[config.mk]
export PLATFORM = sky130hd
export DESIGN_NAME = rob_commit_unit_flat
export DESIGN_NICKNAME = d
export VERILOG_FILES = /design/src/rtl/rob_commit_unit_pkg.sv /design/src/rtl/rob_commit_unit_if.sv /design/src/rtl/rob_ptr_ctrl.sv /design/src/rtl/rob_commit_unit.sv /design/src/flat_wrapper.sv
export SDC_FILE = /design/constraint.sdc
export NUM_CORES = 2
export LEC_CHECK = 0
export CORE_MARGIN = 3
export CORE_UTILIZATION = 35
export CTS_CLUSTER_SIZE = 12
export DETAILED_ROUTE_END_ITERATION = 8
export PLACE_DENSITY_LB_ADDON = 0.1
export SETUP_SLACK_MARGIN = 0.2
export SYNTH_ARGS = -nofsm -noshare
export SYNTH_HDL_FRONTEND = slang
export SYNTH_SLANG_ARGS = --single-unit
[constraint.sdc]
create_clock -name clk -period 11.4 [get_ports clk]
set_input_delay 2.85 -clock clk [delete_from_list [all_inputs] [get_ports clk]]
set_output_delay 2.85 -clock clk [all_outputs]
set_load 0.01 [all_outputs]
[src/rtl/rob_commit_unit_pkg.sv]
// Shared RS/ROB types: row count, field widths, ROB entry layout and index type.
// rob_entry_t grows an exc bit when ROB_EXCEPTION_EN is defined.
package rob_commit_unit_pkg;
  localparam int ROB_ROW_COUNT = 64;
  localparam int ROB_DEPTH     = ROB_ROW_COUNT;
  localparam int IDX_W         = $clog2(ROB_DEPTH);
  localparam int PREG_W        = 6;
  localparam int PC_W          = 32;
  localparam int NUM_CMPL      = 2;

  typedef logic [IDX_W-1:0]  rob_idx_t;
  typedef logic [IDX_W:0]    rob_cnt_t;
  typedef logic [PREG_W-1:0] preg_t;
  typedef logic [PC_W-1:0]   pc_t;

  typedef struct packed {
    logic  used;
    preg_t destreg;
    preg_t old_destreg;
    pc_t   pc;
    logic  completed;
`ifdef ROB_EXCEPTION_EN
    logic  exc;
`endif
  } rob_entry_t;

  // Port 0 sits in the LSBs of the packed completion index bus.
  function automatic rob_idx_t cmpl_idx(input logic [NUM_CMPL*IDX_W-1:0] bus, input int port);
    return bus[port*IDX_W +: IDX_W];
  endfunction
endpackage

[src/rtl/rob_commit_unit_if.sv]
// Dispatch/completion/retire bundle of the ROB; master = core side, slave = ROB.
// ROB_EXCEPTION_EN adds cmpl_exc, exc_valid and exc_pc.
interface rob_commit_unit_if;
  import rob_commit_unit_pkg::*;

  logic                      alloc_valid;
  logic                      alloc_ready;
  preg_t                     alloc_destreg;
  preg_t                     alloc_old_destreg;
  pc_t                       alloc_pc;
  rob_idx_t                  alloc_rob_idx;
  logic [NUM_CMPL-1:0]       cmpl_valid;
  logic [NUM_CMPL*IDX_W-1:0] cmpl_rob_idx;
  logic                      flush;
  logic                      retire_valid;
  rob_idx_t                  retire_rob_idx;
  preg_t                     retire_destreg;
  preg_t                     retire_old_destreg;
  pc_t                       retire_pc;
  rob_cnt_t                  count;
  logic                      empty;
  logic                      full;
`ifdef ROB_EXCEPTION_EN
  logic [NUM_CMPL-1:0]       cmpl_exc;
  logic                      exc_valid;
  pc_t                       exc_pc;
`endif

  modport master (
    output alloc_valid, alloc_destreg, alloc_old_destreg, alloc_pc,
    output cmpl_valid, cmpl_rob_idx, flush,
    input  alloc_ready, alloc_rob_idx,
    input  retire_valid, retire_rob_idx, retire_destreg, retire_old_destreg, retire_pc,
    input  count, empty, full
`ifdef ROB_EXCEPTION_EN
    , output cmpl_exc, input exc_valid, exc_pc
`endif
  );

  modport slave (
    input  alloc_valid, alloc_destreg, alloc_old_destreg, alloc_pc,
    input  cmpl_valid, cmpl_rob_idx, flush,
    output alloc_ready, alloc_rob_idx,
    output retire_valid, retire_rob_idx, retire_destreg, retire_old_destreg, retire_pc,
    output count, empty, full
`ifdef ROB_EXCEPTION_EN
    , input cmpl_exc, output exc_valid, exc_pc
`endif
  );
endinterface

[src/rtl/rob_ptr_ctrl.sv]
// ROB head/tail/count bookkeeping; fire strobes are combinational from registered state.
// Allocation refused while full (no retire-to-alloc bypass); flush wins over everything.
module rob_ptr_ctrl
  import rob_commit_unit_pkg::*;
(
  input  logic     clk,
  input  logic     rst_n,
  input  logic     alloc_req,
  input  logic     retire_req,
  input  logic     flush,
  output rob_idx_t head,
  output rob_idx_t tail,
  output rob_cnt_t count,
  output logic     full,
  output logic     empty,
  output logic     alloc_fire,
  output logic     retire_fire
);
  assign full        = (count == rob_cnt_t'(ROB_DEPTH));
  assign empty       = (count == '0);
  assign alloc_fire  = alloc_req && !full && !flush;
  assign retire_fire = retire_req && !flush;

  always_ff @(posedge clk or negedge rst_n) begin
    if (!rst_n) begin
      head  <= '0;
      tail  <= '0;
      count <= '0;
    end else if (flush) begin
      head  <= '0;
      tail  <= '0;
      count <= '0;
    end else begin
      if (alloc_fire)  tail <= tail + rob_idx_t'(1);
      if (retire_fire) head <= head + rob_idx_t'(1);
      unique case ({alloc_fire, retire_fire})
        2'b10:   count <= count + rob_cnt_t'(1);
        2'b01:   count <= count - rob_cnt_t'(1);
        default: count <= count;
      endcase
    end
  end
endmodule

[src/rtl/rob_commit_unit.sv]
// Reorder buffer rows + in-order retire; completion at edge N retires at edge N+1 at the earliest.
// Backpressure via alloc_ready (!full); ROB_EXCEPTION_EN makes a faulting head pulse exc_valid and self-flush.
module rob_commit_unit
  import rob_commit_unit_pkg::*;
(
  input logic              clk,
  input logic              rst_n,
  rob_commit_unit_if.slave rob
);
  rob_entry_t ent_q [ROB_DEPTH];
  rob_entry_t head_ent;
  rob_idx_t   head;
  rob_idx_t   tail;
  rob_cnt_t   count;
  logic       full;
  logic       empty;
  logic       alloc_fire;
  logic       retire_fire;
  logic       retire_req;
  logic       exc_fire;
  logic       flush_all;

  assign head_ent = ent_q[head];
`ifdef ROB_EXCEPTION_EN
  assign exc_fire = head_ent.used && head_ent.completed && head_ent.exc;
`else
  assign exc_fire = 1'b0;
`endif
  assign retire_req = head_ent.used && head_ent.completed && !exc_fire;
  assign flush_all  = rob.flush || exc_fire;

  rob_ptr_ctrl u_ptr (
    .clk         (clk),
    .rst_n       (rst_n),
    .alloc_req   (rob.alloc_valid),
    .retire_req  (retire_req),
    .flush       (flush_all),
    .head        (head),
    .tail        (tail),
    .count       (count),
    .full        (full),
    .empty       (empty),
    .alloc_fire  (alloc_fire),
    .retire_fire (retire_fire)
  );

  assign rob.alloc_ready   = !full;
  assign rob.alloc_rob_idx = tail;
  assign rob.count         = count;
  assign rob.empty         = empty;
  assign rob.full          = full;

  // Later writes win: a retiring head hit by a completion still clears, and alloc lands last.
  always_ff @(posedge clk or negedge rst_n) begin
    if (!rst_n) begin
      for (int i = 0; i < ROB_DEPTH; i++) ent_q[i] <= '0;
    end else if (flush_all) begin
      for (int i = 0; i < ROB_DEPTH; i++) begin
        ent_q[i].used      <= 1'b0;
        ent_q[i].completed <= 1'b0;
      end
    end else begin
      for (int p = 0; p < NUM_CMPL; p++) begin
        if (rob.cmpl_valid[p] && ent_q[cmpl_idx(rob.cmpl_rob_idx, p)].used) begin
          ent_q[cmpl_idx(rob.cmpl_rob_idx, p)].completed <= 1'b1;
`ifdef ROB_EXCEPTION_EN
          if (rob.cmpl_exc[p]) ent_q[cmpl_idx(rob.cmpl_rob_idx, p)].exc <= 1'b1;
`endif
        end
      end
      if (retire_fire) begin
        ent_q[head].used      <= 1'b0;
        ent_q[head].completed <= 1'b0;
      end
      if (alloc_fire) begin
        ent_q[tail].used        <= 1'b1;
        ent_q[tail].completed   <= 1'b0;
        ent_q[tail].destreg     <= rob.alloc_destreg;
        ent_q[tail].old_destreg <= rob.alloc_old_destreg;
        ent_q[tail].pc          <= rob.alloc_pc;
`ifdef ROB_EXCEPTION_EN
        ent_q[tail].exc         <= 1'b0;
`endif
      end
    end
  end

  always_ff @(posedge clk or negedge rst_n) begin
    if (!rst_n) begin
      rob.retire_valid       <= 1'b0;
      rob.retire_rob_idx     <= '0;
      rob.retire_destreg     <= '0;
      rob.retire_old_destreg <= '0;
      rob.retire_pc          <= '0;
    end else begin
      rob.retire_valid <= retire_fire;
      if (retire_fire) begin
        rob.retire_rob_idx     <= head;
        rob.retire_destreg     <= head_ent.destreg;
        rob.retire_old_destreg <= head_ent.old_destreg;
        rob.retire_pc          <= head_ent.pc;
      end
    end
  end

`ifdef ROB_EXCEPTION_EN
  always_ff @(posedge clk or negedge rst_n) begin
    if (!rst_n) begin
      rob.exc_valid <= 1'b0;
      rob.exc_pc    <= '0;
    end else begin
      rob.exc_valid <= exc_fire;
      if (exc_fire) rob.exc_pc <= head_ent.pc;
    end
  end
`endif
endmodule

[src/flat_wrapper.sv]
// flat-port wrapper written by rule: the top's interface ports become plain ports
module rob_commit_unit_flat import rob_commit_unit_pkg::*;
  (clk, rst_n, rob_alloc_valid, rob_alloc_destreg, rob_alloc_old_destreg, rob_alloc_pc, rob_cmpl_valid, rob_cmpl_rob_idx, rob_flush, rob_alloc_ready, rob_alloc_rob_idx, rob_retire_valid, rob_retire_rob_idx, rob_retire_destreg, rob_retire_old_destreg, rob_retire_pc, rob_count, rob_empty, rob_full);
  rob_commit_unit_if rob_i ();
  input logic clk;
  input logic rst_n;
  input wire logic [$bits(rob_i.alloc_valid)-1:0] rob_alloc_valid;
  input wire logic [$bits(rob_i.alloc_destreg)-1:0] rob_alloc_destreg;
  input wire logic [$bits(rob_i.alloc_old_destreg)-1:0] rob_alloc_old_destreg;
  input wire logic [$bits(rob_i.alloc_pc)-1:0] rob_alloc_pc;
  input wire logic [$bits(rob_i.cmpl_valid)-1:0] rob_cmpl_valid;
  input wire logic [$bits(rob_i.cmpl_rob_idx)-1:0] rob_cmpl_rob_idx;
  input wire logic [$bits(rob_i.flush)-1:0] rob_flush;
  output wire logic [$bits(rob_i.alloc_ready)-1:0] rob_alloc_ready;
  output wire logic [$bits(rob_i.alloc_rob_idx)-1:0] rob_alloc_rob_idx;
  output wire logic [$bits(rob_i.retire_valid)-1:0] rob_retire_valid;
  output wire logic [$bits(rob_i.retire_rob_idx)-1:0] rob_retire_rob_idx;
  output wire logic [$bits(rob_i.retire_destreg)-1:0] rob_retire_destreg;
  output wire logic [$bits(rob_i.retire_old_destreg)-1:0] rob_retire_old_destreg;
  output wire logic [$bits(rob_i.retire_pc)-1:0] rob_retire_pc;
  output wire logic [$bits(rob_i.count)-1:0] rob_count;
  output wire logic [$bits(rob_i.empty)-1:0] rob_empty;
  output wire logic [$bits(rob_i.full)-1:0] rob_full;
  assign rob_i.alloc_valid = rob_alloc_valid;
  assign rob_i.alloc_destreg = rob_alloc_destreg;
  assign rob_i.alloc_old_destreg = rob_alloc_old_destreg;
  assign rob_i.alloc_pc = rob_alloc_pc;
  assign rob_i.cmpl_valid = rob_cmpl_valid;
  assign rob_i.cmpl_rob_idx = rob_cmpl_rob_idx;
  assign rob_i.flush = rob_flush;
  assign rob_alloc_ready = rob_i.alloc_ready;
  assign rob_alloc_rob_idx = rob_i.alloc_rob_idx;
  assign rob_retire_valid = rob_i.retire_valid;
  assign rob_retire_rob_idx = rob_i.retire_rob_idx;
  assign rob_retire_destreg = rob_i.retire_destreg;
  assign rob_retire_old_destreg = rob_i.retire_old_destreg;
  assign rob_retire_pc = rob_i.retire_pc;
  assign rob_count = rob_i.count;
  assign rob_empty = rob_i.empty;
  assign rob_full = rob_i.full;
  rob_commit_unit u_core (.clk(clk), .rst_n(rst_n), .rob(rob_i));
endmodule
==> summary.txt <==
Status
  – Outcome: complete, no violations

Hold path
  – Worst hold path type: reg -> reg

STA
  – Rel. slew slack: 0.0530
  – Hold Vio Cnt, Final: 0
  – Setup TNS: 0 ps
  – Fmax: 139 MHz
  – Final period demand of the worst path: 7180 ps
  – Crit share post-route: 0.629
  – Clock skew: 44.7 ps
  – Worst Tran Pin Value: 1420 ps
  – Final worst setup slack: 4220 ps
  – RSZ-0062 raised after global routing: false
  – Final Setup Violations: 0
  – Fin. max-slew vios: 0

Clock network
  – Post-CTS Hold Buffers: 0
  – Total setup buffers inserted after CTS: 0
  – CTS Buf Count: 347
  – Clock latency on the worst-skew pair: 960 ps
  – Clock slew at reported path FFs: 60 ps
  – Clk buf depth: 4
  – Clock sinks: 3014
  – Clock Tree Root: clkbuf_16
  – Htree depth: 5
  – CTS tree: done
  – Post_cts resized: 0

Run
  – Max-cap violations: 0

Synth
  – Synthesized flop and latch total: 3014
  – Post-synth top area share: 0.561
  – Syn avg cell area: 11.7 sq um
  – Register area share after synthesis: 0.561
  – Syn_nets: 11583
  – Syn Inst Count: 11513
  – Synth warn: 0
  – Ys async rst share: 1.00
  – Ys flop type: dfrtp_1
  – Number of enable flip-flop cells after synthesis: 0
  – Synth Cell Area: 135000 sq um
  – Count of different cell masters after synthesis: 84
  – Post-synth top area cell: dfrtp_1
  – Top post-synthesis cells by area: dfrtp_1 56%, mux2_2 18%, nand2_1 6.6%

Detailed routing
  – Final wirelength: 618000 um
  – DRT iter0 DRCs: 12574
  – DRC violations left: 0
  – Via density: 6.19
  – WL per Instance: 37.4 um
  – Via count: 102437
  – Post-route antenna net violation count: 0
  – DR pass1 iterations: 7

Cells and area
  – Most frequent cells in the layout: 3008 x dfrtp_1, 2361 x nand2_1, 2182 x mux2_2
  – Layout cells sized above 1: 0.289
  – Final #Nets: 11275
  – Fill cells: 35925
  – Area grow syn2layout: 13.5%
  – Most common cell after layout, fill and taps aside: dfrtp_1

Critical path
  – Critical path type: reg -> reg
  – Top delay family on crit path: compound AO/OA/AOI/OAI gates
  – Most frequent CP cell: buf_4
  – Max FO, Critical Path: 36
  – WP data required: 12250 ps
  – Crit path cell chain: buf_4 > nor2b_4 > buf_4 > a221oi_1 > a311oi_1 > o21ai_0 > and4b_1 > buf_4 > nor4_1 > ha_1 > a21o_1 > a21oi_1 > o21bai_1 > a211oi_1 > nand3_1 > a211o_1 > o211ai_1
  – Worst Setup Start Kind: flip-flop
  – Element type at the critical path end: flip-flop
  – Max incr delay on CP: 970 ps
  – Critical path data arrival time: 8020 ps
  – Critical-path top delay cell: nor4_1
  – Worst Path Buf+Inv: 3

Die
  – Die Span X: 626 um
  – Row cnt: 227
  – Die height: 626 um
  – Die outline area: 392000 sq um
  – Num ports: 129
  – Core Box Area: 383000 sq um
  – Starting density of the core: 0.352

Place
  – GPL Wtd Cong: 0.904
  – DP Worst Slack: 3930 ps
  – Number of port buffers: 128
  – Placed wire-length estimate: 346000 um

Power and ir drop
  – P_leak: 0.0717 uW
  – Net Switching: 5630 uW
  – Power Dens Cells: 154 nW/um^2
  – Internal power: 17800 uW
  – Peak supply drop: 0.115 mV
  – Clock share of power: 0.481
  – Logic pwr share: 0.047
  – Net Sw Frac: 0.240
  – Sequential share of power: 0.471

GRT
  – Met3 usage: 0.0734
  – GR peak layer: met2
  – Congestion Overflow GR: 0
  – First-pass GRT wire length: 854000 um
  – Largest net degree at the start of global routing: 166
  – Met1 Usage GRT: 0.429
  – Vias in the first global route: 101446
  – Initial antenna violation count: 88
  – GRT Util Overall: 0.310
  – Grt met2 use: 0.466
final timing paths:
path                                      start                     to  slack [ps]  cells past startpoint
hold / removal               u_core.ent_q[1866]     u_core.ent_q[1866]         460                      2
min in group asynchronous                 rst_n      u_core.ent_q[871]        1880                      1
setup reg to reg           u_core.u_ptr.head[0]  u_core.u_ptr.count[6]        4220                     17
hold reg to reg              u_core.ent_q[1866]     u_core.ent_q[1866]         460                      2
setup / recovery           u_core.u_ptr.head[0]  u_core.u_ptr.count[6]        4220                     17
max in group asynchronous                 rst_n      u_core.ent_q[420]        6850                      4
stage by stage:
step | utilization | hold WS, ps | area [sq um] | power [uW] | instances
floorplan | - | 433 | 135000 | 11700 | 11513
global placement | 0.369 | 446 | 141000 | 12300 | 15892
detailed placement | 0.369 | 451 | 141000 | 12400 | 15892
CTS | 0.399 | 465 | 153000 | 23600 | 16499
global route | 0.399 | 477 | 153000 | 24200 | 16506
finish | 0.399 | 462 | 153000 | 23500 | 16537
Yosys cell counts, types with 13 or more instances:
master and instances:
nand4_1 98, a41oi_1 72, a22o_1 161, buf_1 208, nor3_1 34, o221ai_1 15
a22oi_1 851, nor2_1 205, o21ai_0 93, a31oi_1 177, mux4_2 42, a221o_1 32
buf_2 225, dfrtp_1 3014, nand3_1 64, a311oi_1 20, a31o_2 22, a21oi_1 128
a21o_1 25, nor2b_1 13, nand2b_1 14, a222oi_1 21, o22ai_1 32, mux2_2 2182
mux2i_1 107, clkbuf_1 684, a221oi_1 268, nand2_1 2382, nor4_1 40, inv_1 15
a2111oi_0 50
routing by layer:
| metal | share of wire | vias to the layer above |
|---|---|---|
| li1 | - | 40856 |
| met1 | 0.43 | 55107 |
| met4 | 0.043 | 28 |
| met5 | 0.00030 | - |
| met2 | 0.44 | 5246 |
| met3 | 0.090 | 1200 |
layout make-up:
type | instances | area (sq um) | share of cell area
well taps | 5038 | 6300 | 0.0413
repair buffers | 475 | 4140 | 0.0271
flip-flops and latches | 3014 | 75400 | 0.494
diodes | 36 | 90.1 | 0.000590
multi-input cells | 7347 | 55400 | 0.363
clock buffers | 522 | 10300 | 0.0676
inverters | 20 | 81.3 | 0.000533
clock inverters | 85 | 900 | 0.00589
logic make-up after synthesis:
kind of cell               after synthesis  synth area share
buffers and inverters                 1152            0.0348
AOI/OAI and AO/OA                     2063             0.117
xor gates and xnor gates                 8          0.000521
adders and majority gates                8          0.000800
DFF                                   3014             0.561
and+or+nand+nor                       2937            0.0885
muxes                                 2331             0.198
sequential cells by signal, summed over array words and instances, names as in the netlist, 6 cells and up:
signal and cells:
u_core.u_ptr.tail 6, u_core.rob.retire_destreg 6, u_core.rob.retire_pc 32, u_core.ent_q 2944, u_core.u_ptr.head 6, u_core.rob.retire_old_destreg 6
u_core.u_ptr.count 7, u_core.rob.retire_rob_idx 6
power by group through the flow:
| stage | combinational [uW] | clock, uW | sequential, uW |
|---|---|---|---|
| floorplan | 501 | 0 | 11200 |
| global placement | 1090 | 0 | 11200 |
| detailed placement | 1110 | 0 | 11200 |
| CTS | 1120 | 11500 | 11100 |
| global route | 1190 | 11900 | 11100 |
| finish | 1110 | 11300 | 11100 |
worst min-delay path, stage by stage (launching register included):
cell	delay, ps
dfrtp_1	340
nand2_1	50
nand2_1	50
No activity file was read; power rests on OpenSTA's default activity.
